[src/rtl/npu_pkg.sv]
// npu_pkg: shared widths, drain FSM state type and the requantisation function
// used by the psum drain stage.
//   DATA_WIDTH : accumulator / psum width (signed)
//   OUT_WIDTH  : quantised output width (signed)
//   ADDR_W     : psum buffer linear address width
// Optional macro QUANT_ROUND_EN: round-half-up before the right shift
// (adds 2^(shift-1) when shift>0, adder widened by one bit). Without it the
// shift truncates toward -inf.
package npu_pkg;

  localparam int DATA_WIDTH = 24;
  localparam int OUT_WIDTH  = 8;
  localparam int ADDR_W     = 8;

  // bias + psum never overflows in one extra bit
  localparam int SUM_W = DATA_WIDTH + 1;
`ifdef QUANT_ROUND_EN
  // rounding offset needs one more bit of headroom
  localparam int ACC_W = SUM_W + 1;
`else
  localparam int ACC_W = SUM_W;
`endif

  localparam logic signed [ACC_W-1:0] SAT_MAX = ACC_W'((2 ** (OUT_WIDTH - 1)) - 1);
  localparam logic signed [ACC_W-1:0] SAT_MIN = ACC_W'(-(2 ** (OUT_WIDTH - 1)));

  typedef enum logic [1:0] {
    IDLE,
    DRAIN,
    FLUSH,
    DONE
  } drain_state_t;

  // s: bias-adjusted psum; returns shifted, optionally ReLU'd, saturated value
  function automatic logic signed [OUT_WIDTH-1:0] requant(
    input logic signed [SUM_W-1:0] s,
    input logic [4:0]              shift,
    input logic                    relu
  );
    logic signed [ACC_W-1:0] acc;
    logic signed [ACC_W-1:0] t;
    acc = ACC_W'(s);
`ifdef QUANT_ROUND_EN
    if (shift != 5'd0) begin
      acc = acc + (ACC_W'(1) << (shift - 5'd1));
    end
`endif
    t = acc >>> shift;
    if (relu && t[ACC_W-1]) begin
      t = '0;
    end
    if (t > SAT_MAX) begin
      return SAT_MAX[OUT_WIDTH-1:0];
    end else if (t < SAT_MIN) begin
      return SAT_MIN[OUT_WIDTH-1:0];
    end
    return t[OUT_WIDTH-1:0];
  endfunction

endpackage

[src/rtl/requant_fifo2.sv]
// requant_fifo2: two-entry valid/ready FIFO holding {data, addr} results.
// Simultaneous write and pop keep the occupancy unchanged. The head entry is
// a plain register read, so it stays stable while rd_valid && !rd_ready.
// Ports:
//   clk, rst_n          clock, synchronous active-low reset
//   wr_en, wr_data      push (caller guarantees the FIFO is not full)
//   rd_valid, rd_ready  head handshake; pop on rd_valid && rd_ready
//   rd_data             head entry
//   count               occupancy 0..2
module requant_fifo2 #(
  parameter int DW = 16
) (
  input  logic          clk,
  input  logic          rst_n,
  input  logic          wr_en,
  input  logic [DW-1:0] wr_data,
  output logic          rd_valid,
  input  logic          rd_ready,
  output logic [DW-1:0] rd_data,
  output logic [1:0]    count
);

  logic [DW-1:0] mem_reg [2];
  logic          wr_ptr_reg;
  logic          rd_ptr_reg;
  logic [1:0]    count_reg;
  logic          pop;

  assign rd_valid = (count_reg != 2'd0);
  assign pop      = rd_valid && rd_ready;
  assign rd_data  = mem_reg[rd_ptr_reg];
  assign count    = count_reg;

  always_ff @(posedge clk) begin
    if (!rst_n) begin
      mem_reg[0] <= '0;
      mem_reg[1] <= '0;
      wr_ptr_reg <= 1'b0;
      rd_ptr_reg <= 1'b0;
      count_reg  <= 2'd0;
    end else begin
      if (wr_en) begin
        mem_reg[wr_ptr_reg] <= wr_data;
        wr_ptr_reg          <= ~wr_ptr_reg;
      end
      if (pop) begin
        rd_ptr_reg <= ~rd_ptr_reg;
      end
      case ({wr_en, pop})
        2'b10:   count_reg <= count_reg + 2'd1;
        2'b01:   count_reg <= count_reg - 2'd1;
        default: count_reg <= count_reg;
      endcase
    end
  end

endmodule

[src/rtl/psum_requant_drain.sv]
// psum_requant_drain: drains an H x W partial-sum buffer in raster order,
// requantises each entry (bias add, arithmetic shift, optional ReLU,
// saturation to OUT_WIDTH) and streams {data, addr} on valid/ready.
// done and psum_clear pulse together once the last result has been accepted.
// Data/address widths come from npu_pkg. Optional macro QUANT_ROUND_EN
// (see npu_pkg) selects round-half-up instead of truncation.
// Ports:
//   clk, rst_n              clock, synchronous active-low reset
//   start                   begin a drain (only honoured in IDLE)
//   bias, shift, relu_en    quantisation settings, captured on start
//   busy                    drain in progress (DRAIN/FLUSH)
//   done, psum_clear        one-cycle completion pulse
//   rd_en, rd_addr          psum buffer read port request
//   rd_data                 psum value, one cycle after rd_en
//   out_valid, out_ready    result handshake
//   out_data, out_addr      quantised result and its linear address
module psum_requant_drain
  import npu_pkg::*;
#(
  parameter int H = 12,
  parameter int W = 11
) (
  input  logic                  clk,
  input  logic                  rst_n,
  input  logic                  start,
  input  logic [DATA_WIDTH-1:0] bias,
  input  logic [4:0]            shift,
  input  logic                  relu_en,
  output logic                  busy,
  output logic                  done,
  output logic                  psum_clear,
  output logic                  rd_en,
  output logic [ADDR_W-1:0]     rd_addr,
  input  logic [DATA_WIDTH-1:0] rd_data,
  output logic                  out_valid,
  input  logic                  out_ready,
  output logic [OUT_WIDTH-1:0]  out_data,
  output logic [ADDR_W-1:0]     out_addr
);

  localparam logic [ADDR_W-1:0] LAST_ADDR = ADDR_W'(H * W - 1);

  drain_state_t state_reg, state_next;

  logic [ADDR_W-1:0]             rd_addr_reg;
  logic                          inflight_reg;
  logic [ADDR_W-1:0]             inflight_addr_reg;
  logic signed [DATA_WIDTH-1:0]  bias_reg;
  logic [4:0]                    shift_reg;
  logic                          relu_reg;

  logic                          issue;
  logic                          pop;
  logic [1:0]                    fifo_count;
  logic [1:0]                    occ;
  logic signed [SUM_W-1:0]       sum;
  logic signed [OUT_WIDTH-1:0]   q;
  logic [OUT_WIDTH+ADDR_W-1:0]   fifo_rd_data;

  assign pop = out_valid && out_ready;
  // FIFO entries plus the read still on its way from the buffer
  assign occ = fifo_count + {1'b0, inflight_reg};

  assign sum = SUM_W'($signed(rd_data)) + SUM_W'(bias_reg);
  assign q   = requant(sum, shift_reg, relu_reg);

  always_comb begin
    state_next = state_reg;
    issue      = 1'b0;
    case (state_reg)
      IDLE: begin
        if (start) begin
          state_next = DRAIN;
        end
      end
      DRAIN: begin
        if (occ < 2'd2) begin
          issue = 1'b1;
          if (rd_addr_reg == LAST_ADDR) begin
            state_next = FLUSH;
          end
        end
      end
      FLUSH: begin
        // leave as the final entry is popped so done follows it by one cycle
        if (!inflight_reg &&
            ((fifo_count == 2'd0) || ((fifo_count == 2'd1) && pop))) begin
          state_next = DONE;
        end
      end
      DONE: begin
        state_next = IDLE;
      end
      default: begin
        state_next = IDLE;
      end
    endcase
  end

  always_ff @(posedge clk) begin
    if (!rst_n) begin
      state_reg         <= IDLE;
      rd_addr_reg       <= '0;
      inflight_reg      <= 1'b0;
      inflight_addr_reg <= '0;
      bias_reg          <= '0;
      shift_reg         <= '0;
      relu_reg          <= 1'b0;
    end else begin
      state_reg    <= state_next;
      inflight_reg <= issue;
      if (state_reg == IDLE && start) begin
        bias_reg    <= $signed(bias);
        shift_reg   <= shift;
        relu_reg    <= relu_en;
        rd_addr_reg <= '0;
      end
      if (issue) begin
        inflight_addr_reg <= rd_addr_reg;
        // hold at the last address rather than wrapping
        if (rd_addr_reg != LAST_ADDR) begin
          rd_addr_reg <= rd_addr_reg + 1'b1;
        end
      end
    end
  end

  assign busy       = (state_reg == DRAIN) || (state_reg == FLUSH);
  assign done       = (state_reg == DONE);
  assign psum_clear = (state_reg == DONE);
  assign rd_en      = issue;
  assign rd_addr    = rd_addr_reg;

  requant_fifo2 #(
    .DW(OUT_WIDTH + ADDR_W)
  ) u_fifo (
    .clk      (clk),
    .rst_n    (rst_n),
    .wr_en    (inflight_reg),
    .wr_data  ({q, inflight_addr_reg}),
    .rd_valid (out_valid),
    .rd_ready (out_ready),
    .rd_data  (fifo_rd_data),
    .count    (fifo_count)
  );

  assign out_data = fifo_rd_data[ADDR_W +: OUT_WIDTH];
  assign out_addr = fifo_rd_data[ADDR_W-1:0];

endmodule
[config.mk]
export PLATFORM = sky130hd
export DESIGN_NAME = psum_requant_drain
export DESIGN_NICKNAME = d
export VERILOG_FILES = /design/src/rtl/npu_pkg.sv /design/src/rtl/requant_fifo2.sv /design/src/rtl/psum_requant_drain.sv
export SDC_FILE = /design/constraint.sdc
export NUM_CORES = 1
export LEC_CHECK = 0
export ABC_AREA = 1
export BUFFER_PORTS_ARGS = -buffer_cell sky130_fd_sc_hd__buf_4
export CORE_MARGIN = 2
export CORE_UTILIZATION = 41
export CTS_CLUSTER_SIZE = 20
export DETAILED_ROUTE_END_ITERATION = 12
export GPL_ROUTABILITY_DRIVEN = 0
export HOLD_SLACK_MARGIN = 0.02
export PLACE_DENSITY = 0.61
export RECOVER_POWER = 25
export SYNTH_ARGS = -nofsm -noshare
export SYNTH_HDL_FRONTEND = slang
export SYNTH_SLANG_ARGS = --single-unit
[constraint.sdc]
create_clock -name clk -period 4 [get_ports clk]
set_input_delay 0.8 -clock clk [delete_from_list [all_inputs] [get_ports clk]]
set_output_delay 0.8 -clock clk [all_outputs]
set_load 0.02 [all_outputs]
==> impl_results.md <==
- Initial antenna violation count: 0
- Final wirelength: 18700 µm
- Max FFs per register: 32
- Worst Max-Slew Pin Slew: between 1.5 and 2 ns
- Post-synth EDFFs: 32
- Die Wd: between 100 and 150 µm
- WL/cell: 13.5 µm
- Largest net degree at the start of global routing: 47
- Reg area: about 0.0020 mm²
- Post-DRT Antenna Nets: 0
- Gr usage total: 0.217
- Max IR drop VDD: just over 0.3 mV
- Synth Register Bits: 86
- DRT iter0 DRCs: between 500 and 600
- Most common cell in the netlist: nand2_1
- Fin crit share: 0.895
- Global Route met3 Usage: 0.0446
- Top post-synthesis cells by count: nand2_1 (311), nand3_1 (148), inv_1 (119), nor2_1 (114)
- Setup Viol. Count Final: 0
- Vias per Instance: around 5.1
- Nets: about 1200
- Final TNS setup: 0 ns
- Worst Path Max Fanout: 14
- Unrepaired setup endpoints after global routing: no
- Setup bufs post-CTS: 0
- Cell Area, Synth: between 0.006 and 0.007 mm²
- Avg Synthesized Cell Area: 6.38 µm²
- Initial core utilization: 0.418
- WP data required: slightly above 4 ns
- Leakage: between 3 and 4 nW
- TritonCTS clock tree: yes
- Clk Latency, worst-skew pair: 0.35 ns
- Top Usage Layer GRT: met2
- Total CTS buffers: 9
- Outcome: finished with violations
- Placement Cell Area: roughly 0.0078 mm²
- Max Root-Sink Buffers: 2
- Layout cells sized above 1: 0.138
- Relative slew slack: -0.0851
- WS Path Type: in -> reg
- Vias: 6981
- Netlist cell types: ~40
- Top FF cell, synth: dfxtp_1
- Synth area leaders: nand2_1 (17%), dfxtp_1 (16%), edfxtp_1 (14%), nand3_1 (11%), inv_1 (6.5%)
- DRT Pass-1 Iters: 5
- Cell count after synthesis: ~1100
- Multi-input gate area: approximately 0.0042 mm²
- Antenna diode count: 0
- Port bufs: 86
- Final hold vios: 0
- Clk_skew: between 0.008 and 0.009 ns
- Hpwl dp: ~15000 µm
- Filler cells: 1738
- Sink Count: 86
- DRC: 0
- Die height: about 130 µm
- Total core area: between 0.015 and 0.02 mm²
- Post-route design area: a little over 0.008 mm²
- Reg clk slew, reported paths: 0.06 ns
- GR Util met1: 0.311
- Post-synth top area cell: nand2_1
- Failing checks: capacitance limit, slew limit
- H-tree levels: 3
- Crit start category: input pin
- Top cell type's share of synthesized area: 0.169
- Grt total ovfl: 0
- Asr flop ratio synth: 0
- First-pass GRT wire length: roughly 31000 µm
- Net Count, Synth: ~1200
- Cts hold-fix bufs: 0
- Root buf cell: clkbuf_16
- Fin crit period: roughly 3.6 ns
- Area grow syn2layout: 16.4%
- Fin. max-slew vios: 47
- Cts repair resizes: 0
- Die area: between 0.015 and 0.02 mm²
- Critical path arrival: around 3.6 ns
- FP Rows: 47
- Post-synthesis sequential area ratio: 0.296
- Top Ports: 87
- Power Density: between 600 and 700 mW/mm²
- Worst Hold Class: reg -> reg
- Fmax: approximately 0.28 GHz
- Setup crit end kind: flip-flop
- Met2 GRT Util: 0.333
- Synth warn: 0
- Max-cap violations: 1
- Vias in the first global route: 6516
==> cells by family (layout without fill, tap and decap cells) <==
kind of cell / Yosys count / after routing / share of synthesized area
fa+ha+maj: 34 / 34 / 0.0627
simple gates: 629 / 629 / 0.395
buf+inv: 167 / 242 / 0.0946
flops: 86 / 86 / 0.296
compound gates: 137 / 137 / 0.108
mux: 19 / 19 / 0.0304
xor+xnor: 11 / 11 / 0.0139
==> critical path, stage by stage <==
cell and delay [ns]:
buf_4 0.11, ha_1 0.22, fa_1 0.43, nand3_1 0.12, nand3_1 0.11, nand2_1 0.07, nand2_1 0.15, nand2_2 0.13
nand4_1 0.19, nand2_4 0.18, nand2_2 0.08, nand3_1 0.11, nand2_1 0.06, nand2_1 0.06, nand3_1 0.09, o21ai_1 0.20
nand2_1 0.09, nor2_2 0.10, nand3_2 0.10, nand2_4 0.15, a21oi_1 0.09
==> final cells by class <==
| cell class | instances | share of cell area |
|---|---|---|
| clock buffer | 10 | 0.0285 |
| clock inverter | 6 | 0.00871 |
| inverter | 126 | 0.0588 |
| multi-input combinational | 830 | 0.524 |
| sequential | 86 | 0.254 |
| tap | 220 | 0.0342 |
| timing repair buffer | 100 | 0.0920 |
==> cells in the final DEF (no fill, tap or decap), types with 9 or more instances in the layout <==
cell type and n:
inv_1 119, dfxtp_1 54, o21ai_0 56, nand3_1 148, clkbuf_16 9, mux2_2 16
ha_1 33, a21oi_1 56, edfxtp_1 32, buf_4 97, nand4_1 18, nand2_1 311
nor2_1 114
==> power breakdown <==
group	switching, mW	total (mW)	internal, mW
clock network	0.372	0.861	0.490
registers	0.130	1.23	1.10
logic	2.15	3.30	1.15
total	2.65	5.39	2.74
==> final timing paths <==
kind | end | cells after the start | slack, ns | from
max reg2reg | u_fifo.mem_reg[0][13] | 20 | 0.67 | bias_reg[0]
min reg2reg | inflight_addr_reg[0] | 2 | 0.48 | inflight_addr_reg[0]
min | inflight_addr_reg[0] | 2 | 0.48 | inflight_addr_reg[0]
max | u_fifo.mem_reg[0][13] | 21 | 0.42 | rd_data[0]
==> stage by stage <==
| stage | hold WS [ns] | total power [mW] | std cells | util | worst slack (ns) |
|---|---|---|---|---|---|
| detailed placement | 0.470 | 4.52 | 1362 | 0.469 | 0.147 |
| floorplan | 0.450 | 3.72 | 1083 | - | 0.557 |
| global placement | 0.466 | 4.52 | 1362 | 0.469 | 0.223 |
| global route | 0.503 | 5.95 | 1378 | 0.487 | 0.0960 |
| finish | 0.483 | 5.39 | 1378 | 0.487 | 0.418 |
| CTS | 0.481 | 5.40 | 1378 | 0.487 | 0.516 |
==> layer usage <==
metal,wire length [µm],up-vias,share of wire
met2,8130,137,0.44
met5,0,-,0
met3,894,19,0.048
met1,9400,3136,0.50
met4,233,0,0.012
li1,-,3689,-
No activity file was read; power rests on OpenSTA's default activity.
